[src/rtl/mips_pkg.sv]
// Shared types and constants for the single-issue MIPS core front end.
package mips_pkg;

    localparam int          OP_WIDTH   = 6;
    localparam int          WORD_WIDTH = 32;
    localparam logic [31:0] PC_STEP    = 32'd4;

    typedef enum logic [1:0] {
        IDLE,
        WAIT,
        DISCARD
    } fetch_state_t;

    typedef struct packed {
        logic [WORD_WIDTH-1:0] word;
        logic [WORD_WIDTH-1:0] pc;
    } fetch_entry_t;

endpackage

[src/rtl/ifu_queue.sv]
// Prefetch FIFO for the fetch unit: power-of-two depth, flush clears it in one cycle.
module ifu_queue
    import mips_pkg::*;
#(
    parameter int DEPTH = 2,
    localparam int PW   = $clog2(DEPTH),
    localparam int CW   = PW + 1
) (
    input  logic         clk,
    input  logic         reset,
    input  logic         flush,
    input  logic         push,
    input  logic         pop,
    input  fetch_entry_t wdata,
    output fetch_entry_t head,
    output logic [CW-1:0] count
);

    fetch_entry_t      mem [DEPTH];
    logic [PW-1:0]     rd_ptr;
    logic [PW-1:0]     wr_ptr;

    always_ff @(posedge clk or negedge reset) begin
        if (!reset) begin
            rd_ptr <= '0;
            wr_ptr <= '0;
            count  <= '0;
        end else if (flush) begin
            rd_ptr <= '0;
            wr_ptr <= '0;
            count  <= '0;
        end else begin
            if (push) wr_ptr <= wr_ptr + 1'b1;
            if (pop)  rd_ptr <= rd_ptr + 1'b1;
            count <= count + CW'(push) - CW'(pop);
        end
    end

    // Storage needs no reset: head is forced to zero whenever the queue is empty.
    always_ff @(posedge clk) begin
        if (push && !flush) mem[wr_ptr] <= wdata;
    end

    assign head = (count != '0) ? mem[rd_ptr] : '0;

endmodule

[src/rtl/instr_fetch_unit.sv]
// Instruction fetch unit: PC, single-outstanding imem reads, 2-entry prefetch queue.
// Optional IFU_FLUSH_CNT_EN adds a saturating redirect counter on flush_count.
module instr_fetch_unit
    import mips_pkg::*;
#(
    parameter logic [31:0] PC_RESET = 32'h0040_0000,
    parameter int          QDEPTH   = 2
) (
    input  logic                  clk,
    input  logic                  reset,
    output logic                  imem_req,
    output logic [WORD_WIDTH-1:0] imem_addr,
    input  logic                  imem_rvalid,
    input  logic [WORD_WIDTH-1:0] imem_rdata,
    input  logic                  branch_taken,
    input  logic [WORD_WIDTH-1:0] branch_target,
    output logic                  instr_valid,
    input  logic                  instr_ready,
    output logic [WORD_WIDTH-1:0] instr,
    output logic [WORD_WIDTH-1:0] instr_pc,
    output logic [OP_WIDTH-1:0]   op
`ifdef IFU_FLUSH_CNT_EN
    ,
    output logic [15:0]           flush_count
`endif
);

    localparam int CW = $clog2(QDEPTH) + 1;

    fetch_state_t          state, state_nxt;
    logic [WORD_WIDTH-1:0] fetch_pc;
    logic [WORD_WIDTH-1:0] pend_pc;
    logic [CW-1:0]         count;
    logic [CW-1:0]         post_count;
    logic                  push, pop, issue;
    fetch_entry_t          wentry, head;

    // A redirect voids both the pending write and the decode handshake.
    assign pop        = instr_valid & instr_ready & ~branch_taken;
    assign push       = imem_rvalid & (state == WAIT) & ~branch_taken;
    assign post_count = count + CW'(push) - CW'(pop);
    assign issue      = reset & ~branch_taken
                      & ((state == IDLE) | imem_rvalid)
                      & (post_count < CW'(QDEPTH));

    assign imem_req  = issue;
    assign imem_addr = fetch_pc;

    always_comb begin
        state_nxt = state;
        case (state)
            IDLE:    if (issue) state_nxt = WAIT;
            WAIT: begin
                if (branch_taken)     state_nxt = imem_rvalid ? IDLE : DISCARD;
                else if (imem_rvalid) state_nxt = issue ? WAIT : IDLE;
            end
            DISCARD: if (imem_rvalid) state_nxt = issue ? WAIT : IDLE;
            default: state_nxt = IDLE;
        endcase
    end

    always_ff @(posedge clk or negedge reset) begin
        if (!reset) begin
            state    <= IDLE;
            fetch_pc <= PC_RESET & ~32'h3;
            pend_pc  <= '0;
        end else begin
            state <= state_nxt;
            if (branch_taken) begin
                fetch_pc <= branch_target & ~32'h3;
            end else if (issue) begin
                fetch_pc <= fetch_pc + PC_STEP;
                pend_pc  <= fetch_pc;
            end
        end
    end

    assign wentry = '{word: imem_rdata, pc: pend_pc};

    ifu_queue #(.DEPTH(QDEPTH)) u_queue (
        .clk   (clk),
        .reset (reset),
        .flush (branch_taken),
        .push  (push),
        .pop   (pop),
        .wdata (wentry),
        .head  (head),
        .count (count)
    );

    assign instr_valid = (count != '0);
    assign instr       = head.word;
    assign instr_pc    = head.pc;
    assign op          = head.word[31:26];

`ifdef IFU_FLUSH_CNT_EN
    always_ff @(posedge clk or negedge reset) begin
        if (!reset)                                     flush_count <= '0;
        else if (branch_taken && flush_count != 16'hFFFF) flush_count <= flush_count + 16'd1;
    end
`endif

endmodule

[config.mk]
export PLATFORM = sky130hd
export DESIGN_NAME = instr_fetch_unit
export DESIGN_NICKNAME = d
export VERILOG_FILES = /design/src/rtl/mips_pkg.sv /design/src/rtl/ifu_queue.sv /design/src/rtl/instr_fetch_unit.sv
export SDC_FILE = /design/constraint.sdc
export NUM_CORES = 1
export LEC_CHECK = 0
export CORE_AREA = 2 2 110 218
export CTS_CLUSTER_SIZE = 16
export DETAILED_ROUTE_END_ITERATION = 10
export DIE_AREA = 0 0 112 220
export SLEW_MARGIN = 15
export SYNTH_ARGS = -nofsm -noshare
export SYNTH_HDL_FRONTEND = slang
export SYNTH_SLANG_ARGS = --single-unit
[constraint.sdc]
create_clock -name clk -period 15.8 [get_ports clk]
set_input_delay 3.95 -clock clk [delete_from_list [all_inputs] [get_ports clk]]
set_output_delay 3.95 -clock clk [all_outputs]
set_load 0.005 [all_outputs]
==> key figures, run 1 <==
Floorplanning
  • Chip Height: 220 µm
  • Core area: 23100 µm²
  • I/O pin total: 173
  • Die X: 112 µm
  • Row count: 79
  • Die area: 24600 µm²
  • Effective utilization at floorplan: 0.342

Clocking
  • Number of buffers added for setup after CTS: 0
  • Root Driver: clkbuf_16
  • Clock latency at the later pin of the worst-skew pair: 440 ps
  • CTS Hold Buffers Added: 0
  • CTS tree: built
  • CTS Sinks: 190
  • Number of H-tree levels: 4
  • Clock slew at reported path FFs: 70 ps
  • Clock buffer depth: 2
  • Post_cts resized: 0
  • CTS Buf Count: 17

Cells and area
  • ANT cells: 0
  • NumNets Final: 849
  • P&R area growth vs syn: 30.9%
  • Final core area utilization: 0.448
  • Share of layout cells above drive strength 1: 0.0684

Setup path
  • Startpoint Class: input pin
  • Buf+Inv Stages, Crit Path: 5
  • CP Class: in -> out
  • Delay-heaviest family, CP: buffers and inverters
  • CP Max Fanout: 68
  • Critical path, cell by cell: buf_2 > buf_4 > nor2_1 > ha_1 > inv_1 > ha_1 > xnor3_2 > and3_1 > nand2b_2 > inv_4 > clkdlybuf4s50_1
  • Critical Path Sink Type: primary output
  • Crit path largest cell delay: 580 ps
  • CP required: 11850 ps
  • Most frequent CP cell: ha_1
  • CP max stage cell: clkdlybuf4s50_1
  • CP arrival: 7230 ps

Timing
  • Worst Max-Slew Pin Slew: 893 ps
  • Period utilization: 0.708
  • Minimum clock period: 11180 ps
  • Final setup viols: 0
  • Clk_skew: 9.01 ps
  • Max Freq: 89.4 MHz
  • Fin. Hold Viols: 0
  • Slew Viols, Final: 0
  • Slew headroom: 0.405
  • Setup tns final: 0 ps
  • Unrepaired setup endpoints after global routing: no

Outcome
  • Status: completed

Global route
  • First-pass GRT wire length: 27.0 mm
  • Vias in the first global route: 4869
  • Total track usage: 0.145
  • Largest net degree at the start of global routing: 69
  • Initial antenna violation count: 0
  • Overflow after GRT: 0

Job
  • Total of max-cap violations: 0

Logic synthesis
  • Cells after synthesis: 624
  • Ys Warns: 0
  • XOR/XNOR Fraction of Synth Area: 0.0362
  • Post-Syn Area: 7910 µm²
  • Main synth FF type: edfxtp_1
  • Synth top area cells: edfxtp_1, dfrtp_1, mux2i_1, nand2_1, nor2_1
  • Synth Area in Compound Gates: 0.0248
  • Synth top area share: 0.471
  • Synth Area in Simple Gates: 0.136
  • Synthesized flop and latch total: 190
  • Avg Synthesized Cell Area: 12.7 µm²
  • Largest family of logic cells by synthesized area: simple AND/OR/NAND/NOR gates
  • Post-synth EDFFs: 124
  • Mux contribution to synthesized area: 0.0840
  • Post-synth top area cell: edfxtp_1
  • Synth Area in Adders: 0.00475
  • Unique cell type count in the Yosys netlist: 41
  • Async set-reset flop share out of synthesis: 0.347
  • Register area share after synthesis: 0.680

Drt
  • Post-route antenna net violation count: 0
  • Mean routed wirelength per cell: 16.3 µm
  • Vias: 5026
  • DR DRC count: 0
  • Final wirelength: 17.5 mm
  • Via/cell ratio: 4.68
  • Iteration-0 DRC count of the detailed router: 193
  • Initial DRT Pass Iterations: 4

Placement
  • HPWL Detailed: 11.9 mm
  • Routability Congestion: 0.791
  • PortBufs: 166

Pwr
  • Peak supply drop: 0.0000659 V
  • Power per Cell Area: 115 nW/µm²
  • Leak: 3.74 nW

Worst hold path
  • Hold crit path type: reg -> reg
[layer usage]
metal / vias to the layer above / global-route usage / wire length [µm] / part of all wire
li1: 2462 / - / - / -
met1: 2412 / 0.151 / 6510 / 0.37
met2: 124 / 0.276 / 9890 / 0.57
met3: 28 / 0.0344 / 585 / 0.033
met4: 0 / 0.0593 / 476 / 0.027
met5: - / 0 / 0 / 0
[cell families after synthesis]
kind of cell	Yosys count
AO/OA/AOI/OAI	37
XOR/XNOR	31
adder cells (fa/ha/maj)	3
buffers and inverters	49
flip-flops	190
multiplexers	66
other	1
AND/OR/NAND/NOR	247
[registers in the layout (all words and copies together) (netlist names)]
signal / cells
imem_addr: 30
pend_pc: 30
state: 2
u_queue.count: 2
u_queue.mem: 124
u_queue.rd_ptr: 1
u_queue.wr_ptr: 1
[report_power, final]
| group | total, mW | internal [mW] | switching [mW] |
|---|---|---|---|
| logic | 0.151 | 0.0823 | 0.0689 |
| clock network | 0.429 | 0.233 | 0.196 |
| registers | 0.606 | 0.574 | 0.0326 |
| total | 1.19 | 0.889 | 0.297 |
[placed cells by master (no fill, tap or decap), types with 2 or more instances in the layout]
cell type,n
and3_1,7
and4_1,2
buf_2,2
buf_4,5
clkbuf_16,18
clkdlybuf4s50_1,164
clkinv_4,4
clkinv_8,2
conb_1,4
dfrtp_1,64
edfxtp_1,124
ha_1,3
inv_1,8
inv_6,4
mux2_2,3
mux2i_1,63
nand2_1,120
nand3_1,7
nand4_1,9
nor2_1,75
nor3_1,10
nor4_1,2
nor4_2,3
o21ai_0,27
o21ai_1,5
xnor2_1,23
xor2_1,7
[metrics by stage]
| stage | power [mW] | setup slack (ps) | area (µm²) | instances | hold WS, ps |
|---|---|---|---|---|---|
| final | 1.19 | 4620 | 10400 | 1073 | 465 |
| after floorplan | 0.682 | 5820 | 7920 | 627 | 442 |
| after detailed placement | 0.771 | 4570 | 9750 | 1041 | 455 |
| after CTS | 1.21 | 4560 | 10400 | 1073 | 469 |
| after global placement | 0.767 | 4570 | 9750 | 1041 | 448 |
| after global routing | 1.24 | 4380 | 10400 | 1073 | 488 |
[cells in the mapped netlist, types with 2 or more instances]
cell	n
edfxtp_1	124
nand2_1	120
nor2_1	76
dfrtp_1	65
mux2i_1	63
o21ai_0	27
xnor2_1	23
clkbuf_1	15
buf_4	14
nor3_1	11
nand4_1	9
buf_2	8
inv_1	8
and3_1	7
nand3_1	7
xor2_1	7
o21ai_1	5
buf_6	3
ha_1	3
mux2_2	3
nor4_2	3
and2_1	2
and4_1	2
nor4_1	2
[path summary, 6_finish.rpt]
check                                 startpoint            endpoint  slack, ps  cells after the start
worst min register to register       pend_pc[18]  u_queue.mem[1][18]        460                      0
max in group asynchronous                  reset      u_queue.rd_ptr      11300                      2
min in group asynchronous                  reset       imem_addr[29]       3410                      1
worst max-delay path                branch_taken            imem_req       4620                     11
worst max register to register  u_queue.count[1]          pend_pc[6]      12090                     14
worst min-delay path                 pend_pc[18]  u_queue.mem[1][18]        460                      0
[layout make-up]
class / instances / area [µm²]
Fill cell: 2179 / 12800
Sequential cell: 190 / 5380
Multi-Input combinational cell: 388 / 2290
Timing Repair Buffer: 171 / 1690
Clock buffer: 19 / 454
Tap cell: 283 / 354
Clock inverter: 13 / 149
Inverter: 9 / 36.3
[worst register-to-register path: stages, from the launching register on]
cell      delay, ps
dfrtp_1         420
nor2_4          110
buf_4           570
inv_1           160
nand2_1         150
nor2_1           60
ha_1            290
inv_1            40
ha_1            180
xnor3_2         280
and3_1          340
nand2b_2        450
inv_4           420
nand2_1         120
nand2_1          70
Power figures use the tool's default switching activity.
==> inputs of run 2 (changes only) <==
Clock period 15.8 ns to 9.25 ns, I/O delays scaled along.
==> key figures, run 2 (synthesis results as in run 1) <==
Floorplanning
  • Effective utilization at floorplan: 0.342 (unchanged)
  • Die area: 24600 µm² (unchanged)
  • Die X: 112 µm (unchanged)
  • Chip Height: 220 µm (unchanged)
  • Row count: 79 (unchanged)
  • I/O pin total: 173 (unchanged)
  • Core area: 23100 µm² (unchanged)

Setup path
  • CP required: 6940 ps (was 11850 ps)
  • Delay-heaviest family, CP: buffers and inverters (unchanged)
  • Worst path depth: 11 (unchanged)
  • Number of cells on the worst reg-to-reg path: 14 (unchanged)
  • R2R Setup Slk: 5550 ps (was 12090 ps)
  • Startpoint Class: input pin (unchanged)
  • Buf+Inv Stages, Crit Path: 4 (was 5)
  • CP Class: in -> out (unchanged)
  • Crit path largest cell delay: 580 ps (about the same)
  • RR Startpoint: u_queue.count[1] (unchanged)
  • Critical path, cell by cell: clkdlybuf4s50_1 > nand2_1 > nor2_1 > ha_1 > inv_1 > ha_1 > xnor3_2 > and3_1 > nand2b_2 > inv_4 > clkdlybuf4s50_1 (was buf_2 > buf_4 > nor2_1 > ha_1 > inv_1 > ha_1 > xnor3_2 > and3_1 > nand2b_2 > inv_4 > clkdlybuf4s50_1)
  • CP max stage cell: clkdlybuf4s50_1 (unchanged)
  • CP arrival: 5500 ps (was 7230 ps)
  • Reg-to-reg critical path endpoint: pend_pc[17] (was pend_pc[6])
  • CP Max Fanout: 36 (was 68)
  • Critical Path Sink Type: primary output (unchanged)

Clocking
  • Clock latency at the later pin of the worst-skew pair: 430 ps (was 440 ps)
  • CTS tree: built (unchanged)
  • CTS Buf Count: 17 (unchanged)
  • Clock slew at reported path FFs: 70 ps (about the same)
  • Number of H-tree levels: 4 (unchanged)
  • Number of buffers added for setup after CTS: 0 (unchanged)
  • Root Driver: clkbuf_16 (unchanged)
  • Post_cts resized: 0 (unchanged)
  • Clock buffer depth: 2 (unchanged)
  • CTS Sinks: 190 (unchanged)
  • CTS Hold Buffers Added: 0 (unchanged)

Cells and area
  • NumNets Final: 849 (unchanged)
  • Commonest non-fill, non-tap cell in the layout: clkdlybuf4s50_1 (unchanged)
  • P&R area growth vs syn: 30.3% (was 30.9%)
  • ANT cells: 0 (unchanged)
  • Share of layout cells above drive strength 1: 0.0646 (was 0.0684)
  • Top reg by flops: u_queue.mem (unchanged)
  • Leading cell types in the layout, fill and taps excluded: clkdlybuf4s50_1, edfxtp_1, nand2_1 (unchanged)
  • Finished Cell Area: 10300 µm² (was 10400 µm²)
  • Max FFs per register: 124 (unchanged)

Drt
  • Via/cell ratio: 4.70 (was 4.68)
  • DR DRC count: 0 (unchanged)
  • Iteration-0 DRC count of the detailed router: 186 (was 193)
  • Mean routed wirelength per cell: 16.3 µm (about the same)
  • Vias: 5042 (was 5026)
  • Final wirelength: 17.5 mm (about the same)
  • Post-route antenna net violation count: 0 (unchanged)
  • Initial DRT Pass Iterations: 4 (unchanged)

Pwr
  • Leak: 3.72 nW (was 3.74 nW)
  • Tot Pwr: 1.99 mW (was 1.19 mW)
  • Power per Cell Area: 193 nW/µm² (was 115 nW/µm²)
  • Peak supply drop: 0.0000982 V (was 0.0000659 V)

Worst hold path
  • Worst hold path endpoint: u_queue.mem[1][18] (unchanged)
  • Hold Crit Depth: 0 (unchanged)
  • Hold path start: pend_pc[18] (unchanged)
  • Hold crit path type: reg -> reg (unchanged)

Timing
  • Unrepaired setup endpoints after global routing: no (unchanged)
  • Slew Viols, Final: 0 (unchanged)
  • Minimum clock period: 7810 ps
  • Max Freq: 128 MHz
  • Worst Max-Slew Pin Slew: 894 ps (was 893 ps)
  • Slew headroom: 0.404 (was 0.405)
  • Final setup viols: 0 (unchanged)
  • Clk_skew: 9.77 ps (was 9.01 ps)
  • Period utilization: 0.844
  • Setup tns final: 0 ps (unchanged)
  • Fin. Hold Viols: 0 (unchanged)

Global route
  • First-pass GRT wire length: 27.2 mm (was 27.0 mm)
  • Met3 usage: 0.0300 (was 0.0344)
  • Top Usage Layer GRT: met2 (unchanged)
  • Total track usage: 0.146 (was 0.145)
  • Overflow after GRT: 0 (unchanged)
  • Largest net degree at the start of global routing: 64 (was 69)
  • Vias in the first global route: 4878 (was 4869)
  • Initial antenna violation count: 0 (unchanged)
  • M1 GR Usage: 0.153 (was 0.151)
  • Met2 GRT Util: 0.276 (about the same)

Job
  • Total of max-cap violations: 0 (unchanged)

Placement
  • HPWL Detailed: 11.9 mm (about the same)
  • Routability Congestion: 0.790 (was 0.791)
  • PortBufs: 166 (unchanged)
  • Placed Instance Area: 9750 µm² (unchanged)

Outcome
  • Status: completed (unchanged)
## run 2: cell count changes in the layout (fill, tap and decap cells not counted), moves of 2 or more
cell / change
clkinv_4: -3
clkbuf_1: +2
clkinv_8: -2
inv_8: +2
## run 2: layout make-up
type,count,area (µm²)
Fill cell,2177,12800
Timing Repair Buffer,171,1690
Tap cell,283,354
Multi-Input combinational cell,388,2290
Clock buffer,21,462
Clock inverter,11,95.1
Inverter,9,36.3
Sequential cell,190,5380
## run 2: metrics by stage
| step | instances | util | hold WS (ps) | setup slack (ps) |
|---|---|---|---|---|
| after floorplan | 627 | - | 442 | 1700 |
| after global placement | 1041 | 0.421 | 450 | 1440 |
| after detailed placement | 1041 | 0.421 | 455 | 1400 |
| after CTS | 1073 | 0.446 | 472 | 1400 |
| after global routing | 1073 | 0.446 | 483 | 1160 |
| final | 1073 | 0.446 | 468 | 1440 |
## run 2: where the power goes
part           internal, mW  total, mW  switching [mW]
clock                 0.369      0.694           0.325
combinational         0.140      0.258           0.117
sequential            0.980       1.04          0.0559
total                  1.49       1.99           0.498
## run 2: layer usage
layer / vias up / wire, µm
met5: - / 0
met4: 0 / 460
met3: 23 / 614
met2: 121 / 10000
met1: 2433 / 6410
li1: 2465 / -
## run 2: worst max-delay path by stage
stage | from | end | slack [ps]
5_1_grt | instr_ready | imem_req | 1160
4_1_cts | instr_ready | imem_req | 1400
3_5_place_dp | instr_ready | imem_req | 1400
6_report | instr_ready | imem_req | 1440
2_1_floorplan | branch_taken | u_queue.mem[0][10] | 1700
3_3_place_gp | instr_ready | imem_req | 1440
